<file path="config.mk">
export PLATFORM = sky130hd
export DESIGN_NAME = dadda_mac_acc
export DESIGN_NICKNAME = d
export VERILOG_FILES = /design/src/rtl/dadda_acc_pkg.sv /design/src/rtl/dadda_mul.sv /design/src/rtl/dadda_mac_acc.sv
export SDC_FILE = /design/constraint.sdc
export NUM_CORES = 1
export LEC_CHECK = 0
export ABC_AREA = 1
export ABC_CLOCK_PERIOD_IN_PS = 2000
export BUFFER_PORTS_ARGS = -buffer_cell sky130_fd_sc_hd__buf_2
export CAP_MARGIN = 25
export CORE_MARGIN = 5
export CORE_UTILIZATION = 59
export CTS_BUF_LIST = sky130_fd_sc_hd__clkbuf_8
export DETAILED_ROUTE_END_ITERATION = 6
export GPL_TIMING_DRIVEN = 0
export PLACE_DENSITY_LB_ADDON = 0.12
export SYNTH_ARGS = -nofsm -noshare
export SYNTH_HDL_FRONTEND = slang
export SYNTH_SLANG_ARGS = --single-unit
</file>
<file path="constraint.sdc">
create_clock -name clk -period 2 [get_ports clk]
set_input_delay 0.4 -clock clk [delete_from_list [all_inputs] [get_ports clk]]
set_output_delay 0.4 -clock clk [all_outputs]
set_load 0.1 [all_outputs]
</file>
<file path="src/rtl/dadda_acc_pkg.sv">
// Shared types and widths for the dadda multiply-accumulate stage.
package dadda_acc_pkg;

  localparam int unsigned OPW = 16;
  localparam int unsigned PW  = 32;

  typedef enum logic {
    ACC  = 1'b0,
    DONE = 1'b1
  } state_t;

  // Frame counter must hold 0..len inclusive.
  function automatic int unsigned cnt_width(input int unsigned len);
    return $clog2(len + 1);
  endfunction

endpackage

</file>
<file path="src/rtl/dadda_mul.sv">
// Combinational 16x16 unsigned multiplier: partial-product rows reduced by a
// 3:2 carry-save tree (16-11-8-6-4-3-2) followed by one carry-propagate add.
module dadda_mul
  import dadda_acc_pkg::*;
(
  output logic [PW-1:0]  p,
  input  logic [OPW-1:0] a,
  input  logic [OPW-1:0] b
);

  function automatic logic [PW-1:0] maj3(input logic [PW-1:0] x,
                                         input logic [PW-1:0] y,
                                         input logic [PW-1:0] z);
    return ((x & y) | (x & z) | (y & z)) << 1;
  endfunction

  logic [PW-1:0] r0 [16];
  logic [PW-1:0] r1 [11];
  logic [PW-1:0] r2 [8];
  logic [PW-1:0] r3 [6];
  logic [PW-1:0] r4 [4];
  logic [PW-1:0] r5 [3];
  logic [PW-1:0] r6 [2];

  for (genvar i = 0; i < 16; i++) begin : g_pp
    assign r0[i] = b[i] ? (PW'(a) << i) : '0;
  end

  for (genvar g = 0; g < 5; g++) begin : g_s1
    assign r1[2*g]   = r0[3*g] ^ r0[3*g+1] ^ r0[3*g+2];
    assign r1[2*g+1] = maj3(r0[3*g], r0[3*g+1], r0[3*g+2]);
  end
  assign r1[10] = r0[15];

  for (genvar g = 0; g < 3; g++) begin : g_s2
    assign r2[2*g]   = r1[3*g] ^ r1[3*g+1] ^ r1[3*g+2];
    assign r2[2*g+1] = maj3(r1[3*g], r1[3*g+1], r1[3*g+2]);
  end
  assign r2[6] = r1[9];
  assign r2[7] = r1[10];

  for (genvar g = 0; g < 2; g++) begin : g_s3
    assign r3[2*g]   = r2[3*g] ^ r2[3*g+1] ^ r2[3*g+2];
    assign r3[2*g+1] = maj3(r2[3*g], r2[3*g+1], r2[3*g+2]);
  end
  assign r3[4] = r2[6];
  assign r3[5] = r2[7];

  for (genvar g = 0; g < 2; g++) begin : g_s4
    assign r4[2*g]   = r3[3*g] ^ r3[3*g+1] ^ r3[3*g+2];
    assign r4[2*g+1] = maj3(r3[3*g], r3[3*g+1], r3[3*g+2]);
  end

  assign r5[0] = r4[0] ^ r4[1] ^ r4[2];
  assign r5[1] = maj3(r4[0], r4[1], r4[2]);
  assign r5[2] = r4[3];

  assign r6[0] = r5[0] ^ r5[1] ^ r5[2];
  assign r6[1] = maj3(r5[0], r5[1], r5[2]);

  // Product fits in PW bits, so the final add never carries out.
  assign p = r6[0] + r6[1];

endmodule

</file>
<file path="src/rtl/dadda_mac_acc.sv">
// Multiply-accumulate stage: product register, frame accumulator, output handshake.
// Optional build macro DADDA_ACC_SAT_EN makes the accumulator saturate instead of wrap.
module dadda_mac_acc
  import dadda_acc_pkg::*;
#(
  parameter int unsigned LEN = 8,
  parameter int unsigned AW  = 40
) (
  input  logic           clk,
  input  logic           rst_n,
  input  logic           clr,
  input  logic           in_valid,
  output logic           in_ready,
  input  logic [OPW-1:0] in_a,
  input  logic [OPW-1:0] in_b,
  output logic           out_valid,
  input  logic           out_ready,
  output logic [AW-1:0]  out_acc,
  output logic           out_ovf
);

  localparam int unsigned CW = cnt_width(LEN);

  state_t          state_q, state_d;
  logic [CW-1:0]   cnt_q, cnt_d;
  logic [PW-1:0]   p_q, p_d;
  logic            pv_q, pv_d;
  logic [AW-1:0]   acc_q, acc_d;
  logic            ovf_q, ovf_d;
  logic            ov_q, ov_d;
  logic            run_q;
  logic [PW-1:0]   mul_p;
  logic            accept;
  logic [AW:0]     sum_c;

  dadda_mul u_mul (
    .p (mul_p),
    .a (in_a),
    .b (in_b)
  );

  // run_q keeps in_ready low while reset is asserted.
  assign in_ready = run_q && (state_q == ACC) && (cnt_q < CW'(LEN));
  assign accept   = in_valid && in_ready;
  assign sum_c    = {1'b0, acc_q} + (AW+1)'(p_q);

  // Next-state logic; clr overrides everything else.
  always_comb begin
    state_d = state_q;
    cnt_d   = cnt_q;
    p_d     = p_q;
    pv_d    = 1'b0;
    acc_d   = acc_q;
    ovf_d   = ovf_q;
    ov_d    = ov_q;

    if (accept) begin
      p_d   = mul_p;
      pv_d  = 1'b1;
      cnt_d = cnt_q + CW'(1);
    end

    case (state_q)
      ACC: begin
        if (pv_q) begin
`ifdef DADDA_ACC_SAT_EN
          acc_d = sum_c[AW] ? '1 : sum_c[AW-1:0];
`else
          acc_d = sum_c[AW-1:0];
`endif
          if (sum_c[AW]) ovf_d = 1'b1;
          // cnt can only equal LEN here while the last product is in flight.
          if (cnt_q == CW'(LEN)) begin
            state_d = DONE;
            ov_d    = 1'b1;
          end
        end
      end
      DONE: begin
        if (ov_q && out_ready) begin
          state_d = ACC;
          acc_d   = '0;
          cnt_d   = '0;
          ovf_d   = 1'b0;
          pv_d    = 1'b0;
          ov_d    = 1'b0;
        end
      end
      default: state_d = ACC;
    endcase

    if (clr) begin
      state_d = ACC;
      acc_d   = '0;
      cnt_d   = '0;
      pv_d    = 1'b0;
      ovf_d   = 1'b0;
      ov_d    = 1'b0;
    end
  end

  always_ff @(posedge clk or negedge rst_n) begin
    if (!rst_n) begin
      state_q <= ACC;
      cnt_q   <= '0;
      p_q     <= '0;
      pv_q    <= 1'b0;
      acc_q   <= '0;
      ovf_q   <= 1'b0;
      ov_q    <= 1'b0;
      run_q   <= 1'b0;
    end else begin
      state_q <= state_d;
      cnt_q   <= cnt_d;
      p_q     <= p_d;
      pv_q    <= pv_d;
      acc_q   <= acc_d;
      ovf_q   <= ovf_d;
      ov_q    <= ov_d;
      run_q   <= 1'b1;
    end
  end

  assign out_valid = ov_q;
  assign out_acc   = acc_q;
  assign out_ovf   = ovf_q;

endmodule

</file>
==> Yosys cells after proc, flatten, opt, wreduce, memory -nomap -nowiden <==
Cells that the tools add are included.
{ "totals": {"wordCells": 165, "out_inout_bits": 43, "ff_bits": 81, "input_bits": 37} }
{ "classes": {"muxes": 42, "addsub": 3, "n_eq_ne": 5, "n_reduce_logical": 7, "bitwise_logic": 99, "magnitude_cmp": 1} }
{ "op_table": {"columns": ["cell", "count"], "rows": [
  ["AND 31 bit", 42],
  ["bitwise OR 31 bit", 28],
  ["bitwise XOR 32 bit", 22],
  ["2-to-1 mux 40 bit", 3],
  ["case mux 40 bit (2 select lines)", 1],
  ["adder 40 x 32 -> 41 bit", 1],
  ["adder 32 bit", 1],
  ["bitwise XOR 32 x 18 -> 32 bit", 1],
  ["bitwise XOR 32 x 21 -> 32 bit", 1],
  ["bitwise XOR 32 x 24 -> 32 bit", 1],
  ["bitwise XOR 32 x 27 -> 32 bit", 1],
  ["bitwise XOR 32 x 30 -> 32 bit", 1],
  ["bitwise XOR 32 x 31 -> 32 bit", 1],
  ["2-to-1 mux 31 bit", 1],
  ["2-to-1 mux 30 bit", 1],
  ["2-to-1 mux 29 bit", 1],
  ["2-to-1 mux 28 bit", 1],
  ["2-to-1 mux 27 bit", 1],
  ["2-to-1 mux 26 bit", 1],
  ["2-to-1 mux 25 bit", 1],
  ["2-to-1 mux 24 bit", 1],
  ["2-to-1 mux 23 bit", 1],
  ["2-to-1 mux 22 bit", 1],
  ["2-to-1 mux 21 bit", 1],
  ["other kinds (17)", 42]
]} }

==> Depth between registers and ports, before layout <==
{ "logic_depth": {"depth_word": 20, "depth_mapped": 26, "mapped_depth_nobuf": 24} }

==> Hierarchy <==
From an unflattened synthesis, not the netlist that was laid out.
{ "hier_totals": {"cells_unflattened": 2156, "hier_area_um2": 14681.6} }
{ "modules_own_cells": {"columns": ["mod", "seq_area_each_um2", "area_per_inst_um2", "n_inst", "cells_per_inst"], "rows": [
  ["dadda_mul", 0.0, 8937.3, 1, 1261],
  ["dadda_mac_acc", 2026.9, 5744.3, 1, 895]
]} }

==> Least setup slack after synthesis <==
Ideal clock, no wire load.
{ "synth_path": {"path_kind": "input -> register", "start": "input port in_b[14]", "end": "register p_q[24]", "n_path_buf": 2, "required_time_ns": 1.881, "slack_ns": -3.387, "stages": 22, "t_arrival_ns": 5.268, "setup_time_ns": 0.119, "cell_sequence": "clkbuf_1 -> clkbuf_1 -> nand2_1 -> fa_1 -> inv_1 -> fa_1 -> fa_1 -> inv_1 -> fa_1 -> inv_1 -> fa_1 -> fa_1 -> ha_1 -> nand2_1 -> nor2_1 -> inv_1 -> nor3_1 -> nand4_1 -> nand3_1 -> nand2_1 -> nand3_1 -> nand2_1"} }
{ "synth_via": {"elab_chain_len": 17, "word_cells_on_any_way": 45, "cone_classes": "1 x add/sub; 1 x mux; 43 x bitwise"} }
{ "synth_rtl": {"columns": ["element", "line_no", "rtl"], "rows": [
  ["start: declaration", "dadda_mac_acc.sv:15", "input logic [OPW-1:0] in_b,"],
  ["2-to-1 mux 30 bit *", "dadda_mul.sv:26", "assign r0[i] = b[i] ? (PW'(a) << i) : '0;"],
  ["bitwise XOR 32 x 30 -> 32 bit", "dadda_mul.sv:30", "assign r1[2*g] = r0[3*g] ^ r0[3*g+1] ^ r0[3*g+2];"],
  ["AND 31 bit", "dadda_mul.sv:14", "return ((x & y) | (x & z) | (y & z)) << 1;"],
  ["bitwise OR 31 bit (2 in a row)", "dadda_mul.sv:14", null],
  ["AND 31 bit", "dadda_mul.sv:14", null],
  ["bitwise OR 31 bit (2 in a row)", "dadda_mul.sv:14", null],
  ["bitwise XOR 32 bit", "dadda_mul.sv:50", "assign r4[2*g] = r3[3*g] ^ r3[3*g+1] ^ r3[3*g+2];"],
  ["bitwise XOR 32 x 31 -> 32 bit", "dadda_mul.sv:50", null],
  ["AND 31 bit", "dadda_mul.sv:14", null],
  ["bitwise OR 31 bit (2 in a row)", "dadda_mul.sv:14", null],
  ["AND 31 bit", "dadda_mul.sv:14", null],
  ["bitwise OR 31 bit (2 in a row)", "dadda_mul.sv:14", null],
  ["adder 32 bit *", "dadda_mul.sv:62", "assign p = r6[0] + r6[1];"],
  ["end signal: assignment", "dadda_mac_acc.sv:115", "p_q <= p_d;"],
  ["end: declaration", "dadda_mac_acc.sv:26", "logic [PW-1:0] p_q, p_d;"]
]} }
Mark *: on every way between the ends. The rest lies on a longest branch, timed or not.
A chain may end at the register's enable or synchronous reset.

==> Worst setup path after layout <==
{ "layout_path": {"start": "input port in_b[6]", "end": "register p_q[26]"} }
{ "layout_via": {"elab_chain_len": 19, "word_cells_on_any_way": 53, "cone_classes": "1 x add/sub; 1 x mux; 51 x bitwise"} }
{ "layout_rtl": {"columns": ["element", "line_no"], "rows": [
  ["2-to-1 mux 22 bit *", "dadda_mul.sv:26"],
  ["AND 31 bit", "dadda_mul.sv:14"],
  ["bitwise OR 31 bit (2 in a row)", "dadda_mul.sv:14"],
  ["AND 31 bit", "dadda_mul.sv:14"],
  ["bitwise OR 31 bit (2 in a row)", "dadda_mul.sv:14"],
  ["bitwise XOR 32 bit or AND 31 bit (tied branches)", "dadda_mul.sv:43, dadda_mul.sv:14"],
  ["bitwise XOR 32 bit or bitwise OR 31 bit (tied branches)", "dadda_mul.sv:43, dadda_mul.sv:14"],
  ["AND 31 bit or bitwise OR 31 bit (tied branches)", "dadda_mul.sv:14"],
  ["bitwise OR 31 bit or bitwise XOR 32 bit (tied branches)", "dadda_mul.sv:14, dadda_mul.sv:50"],
  ["bitwise OR 31 bit or bitwise XOR 32 x 31 -> 32 bit (tied branches)", "dadda_mul.sv:14, dadda_mul.sv:50"],
  ["AND 31 bit", "dadda_mul.sv:14"],
  ["bitwise OR 31 bit (2 in a row)", "dadda_mul.sv:14"],
  ["AND 31 bit", "dadda_mul.sv:14"],
  ["bitwise OR 31 bit (2 in a row)", "dadda_mul.sv:14"],
  ["adder 32 bit *", "dadda_mul.sv:62"]
]} }
Marks and branches as above.

==> results.yml <==
finish:
  diodes: 0
  layout-drive-gt1-share_pct: 30.2
  fin_area_um2: 19400
  final_cells: 2518
  final_cell_mix: "562 x nand2_1, 422 x inv_1, 174 x fa_1, 86 x buf_4, 79 x nand2_2"
  area_growth_pct: 37.3
  nets: 2544
  final_common_cell: "nand2_1"
place:
  place_hpwl_um: 32600
  post_dp_cell_area_um2: 16000
  io_buffer_count: 47
  gp_congestion: 0.949
  place_ws_ns: -3.43
  dp.cells: 2376
sta:
  hold_viol: 0
  fin_ws_ns: -3.03
  setup_tns_ns: -70.63
  fin_crit_sh_pct: 251
  tightestPinTransition_ns: 0.665
  clock_skew_ns: 0.0247
  setup-violations-final: 43
  finalMaxSlewViolations: 0
  maxSlewHeadroom_pct: 55.7
  period_minus_slack_ns: 5.03
  fmax_ghz: 0.199
  rsz0062_at_grt: "true"
worst_setup_path:
  critPathLaunchType: "input pin"
  cp_num_buf_inv: 6
  path_delay_family: "adder cells"
  arrival_ns: 5.28
  required_ns: 2.26
  cp_cell_sequence: "clkbuf_16 -> clkbuf_16 -> nand2_4 -> inv_2 -> fa_2 -> inv_2 -> fa_1 -> fa_2 -> fa_2 -> fa_1 -> fa_1 -> inv_2 -> ha_4 -> nand2_8 -> buf_4 -> o21ai_4 -> o21bai_1 -> nand2_1 -> nand3_1 -> nand2_1 -> nand3_2 -> nand2_1"
  critical_path.slowest_cell: "fa_2"
  r2r_cells: 10
  crit_fanout: 7
  reg2reg_slack_ns: -0.12
  crit_path_end_kind: "flop"
  reg2reg_to: "out_acc[36]"
  cpPeakStageDelay_ns: 0.59
  critPathKind: "input pin to flop"
  r2r_start: "out_acc[0]"
detailed_routing:
  drtIter0Drc: 1262
  drtPass1Iterations: 5
  num_vias: 13900
  drtAntennaViolNets: 0
  drc_errors: 0
  via_per_inst: 5.51
  wirelength_um: 46100
  drt-wirelength-per-cell_um: 18.3
global_route:
  overflow: 0
  antenna_found_initial: 0
  grt_pass1_wl_um: 68500
  grt_start_max_net_pins: 51
  track_usage_pct: 32.0
  grt_pass1_vias: 14000
floorplan:
  core_um2: 23500
  die_y_um: 165
  die-area_um2: 27100
  rows: 56
  io_pins: 80
  die_w_um: 165
  start_util_pct: 60.1
clocking:
  h-tree-depth: 3
  cts_tree: "built"
  cts.clk_slew.worst_paths_ns: 0.09
  insertion_delay_ns: 0.38
  cts_buffer_depth: 2
  numCtsBuffers: 9
  cts-root-buf: "clkbuf_8"
  cts.sinks: 81
synthesis:
  synth_top_cell_area_share_pct: 28.7
  ys.flop_type: "dfrtp_1"
  synth_seq_cells: 81
  synth.distinct_cells: 35
  synthArstFlopShare_pct: 100
  synth_edf_count: 0
  syn_nets: 2359
  syn-cell-area_um2: 14100
  synth_top_area_cell: "fa_1"
  synthTopCellsByArea: "fa_1 29%, nand2_1 18%, dfrtp_1 14%"
  avgSynthCellArea_um2: 7.02
  synth_seq_area_share_pct: 14.4
  synth_warnings: 0
  syn_inst: 2009
status:
  violations: "negative setup slack"
  outcome: "finished, violations left"
min_path:
  hold_start: "clr"
  hp-class: "input pin to flop"
  hold_end: "pv_q"
  min_path_cells: 2
job:
  cap_viol_max_count: 0
worst reg2reg max path, delay by kind of cell (launching register included):
family                     cells  cell delay (ns)
and+or+nand+nor                7             0.83
adders and majority gates      2             0.57
AOI/OAI and AO/OA              1             0.13
DFF                            1             0.50
through the flow:
stage,hold slack [ns],utilization [%]
2_1_floorplan,0.104,-
3_3_place_gp,0.476,68.0
3_5_place_dp,0.364,68.1
4_1_cts,0.200,76.9
5_1_grt,0.209,82.5
6_report,0.211,82.5
logic make-up after synthesis:
kind of cell / synth area share (%)
and+or+nand+nor: 25.7
buffers and inverters: 14.2
adders and majority gates: 38.5
AOI/OAI and AO/OA: 6.11
DFF: 14.4
xor gates and xnor gates: 1.06
other: 0.0266
layout make-up:
class,count,area [µm²]
Buffer,77,1300
Clock buffer,9,124
Clock inverter,7,53.8
Fill cell,1403,4120
Inverter,456,1710
Multi-Input combinational cell,1395,12200
Sequential cell,81,2100
Tap cell,319,399
Timing Repair Buffer,174,1440
sequential cells by signal, indices dropped and copies added (netlist names):
register and flops:
out_valid 1, run_q 1, cnt_q 4, state_q 1, out_ovf 1, pv_q 1
out_acc 40, p_q 32
synthesized netlist by cell type (4+ instances only):
library cell    n
nand3_2         7
nand2_2         4
nand3b_1        4
nand4_1        15
clkbuf_1       74
nand3_1        55
nor3_1         14
o21bai_1        6
o21ai_0        63
a21oi_1        78
dfrtp_1        81
nand2_1       680
xnor2_1        14
ha_1          111
fa_1          202
inv_1         455
nor2_1        111
repair_timing:
item,in CTS,in global routing
hold endpoints to repair,31,0
gates resized for setup,252,227
setup endpoints to repair,51,64
cloned,0,0
setup buffers,74,53
pin swaps,104,139
hold buffers,1,0
metal layers:
metal	global-route usage, %	vias to the layer above	wire [µm]
li1	-	6321	-
met1	38.3	6667	17200
met2	56.6	686	23000
met3	3.97	199	2940
met4	16.4	0	2900
met5	0	-	0
worst max path at each step:
stage                          to  depth (start not counted)     start  slack [ns]
final                     p_q[26]                         22   in_b[6]       -3.03
after global placement    p_q[27]                         22   in_b[6]       -3.35
after detailed placement  p_q[26]                         22  in_a[12]       -3.43
after global routing      p_q[24]                         21  in_b[10]       -3.18
after CTS                 p_q[27]                         22  in_b[14]       -2.86
after floorplan           p_q[24]                         22   in_b[4]       -2.93
Power is left out: the tool's default activity adds up to more than one toggle a clock period on the data nets, which glitch-free logic cannot reach.
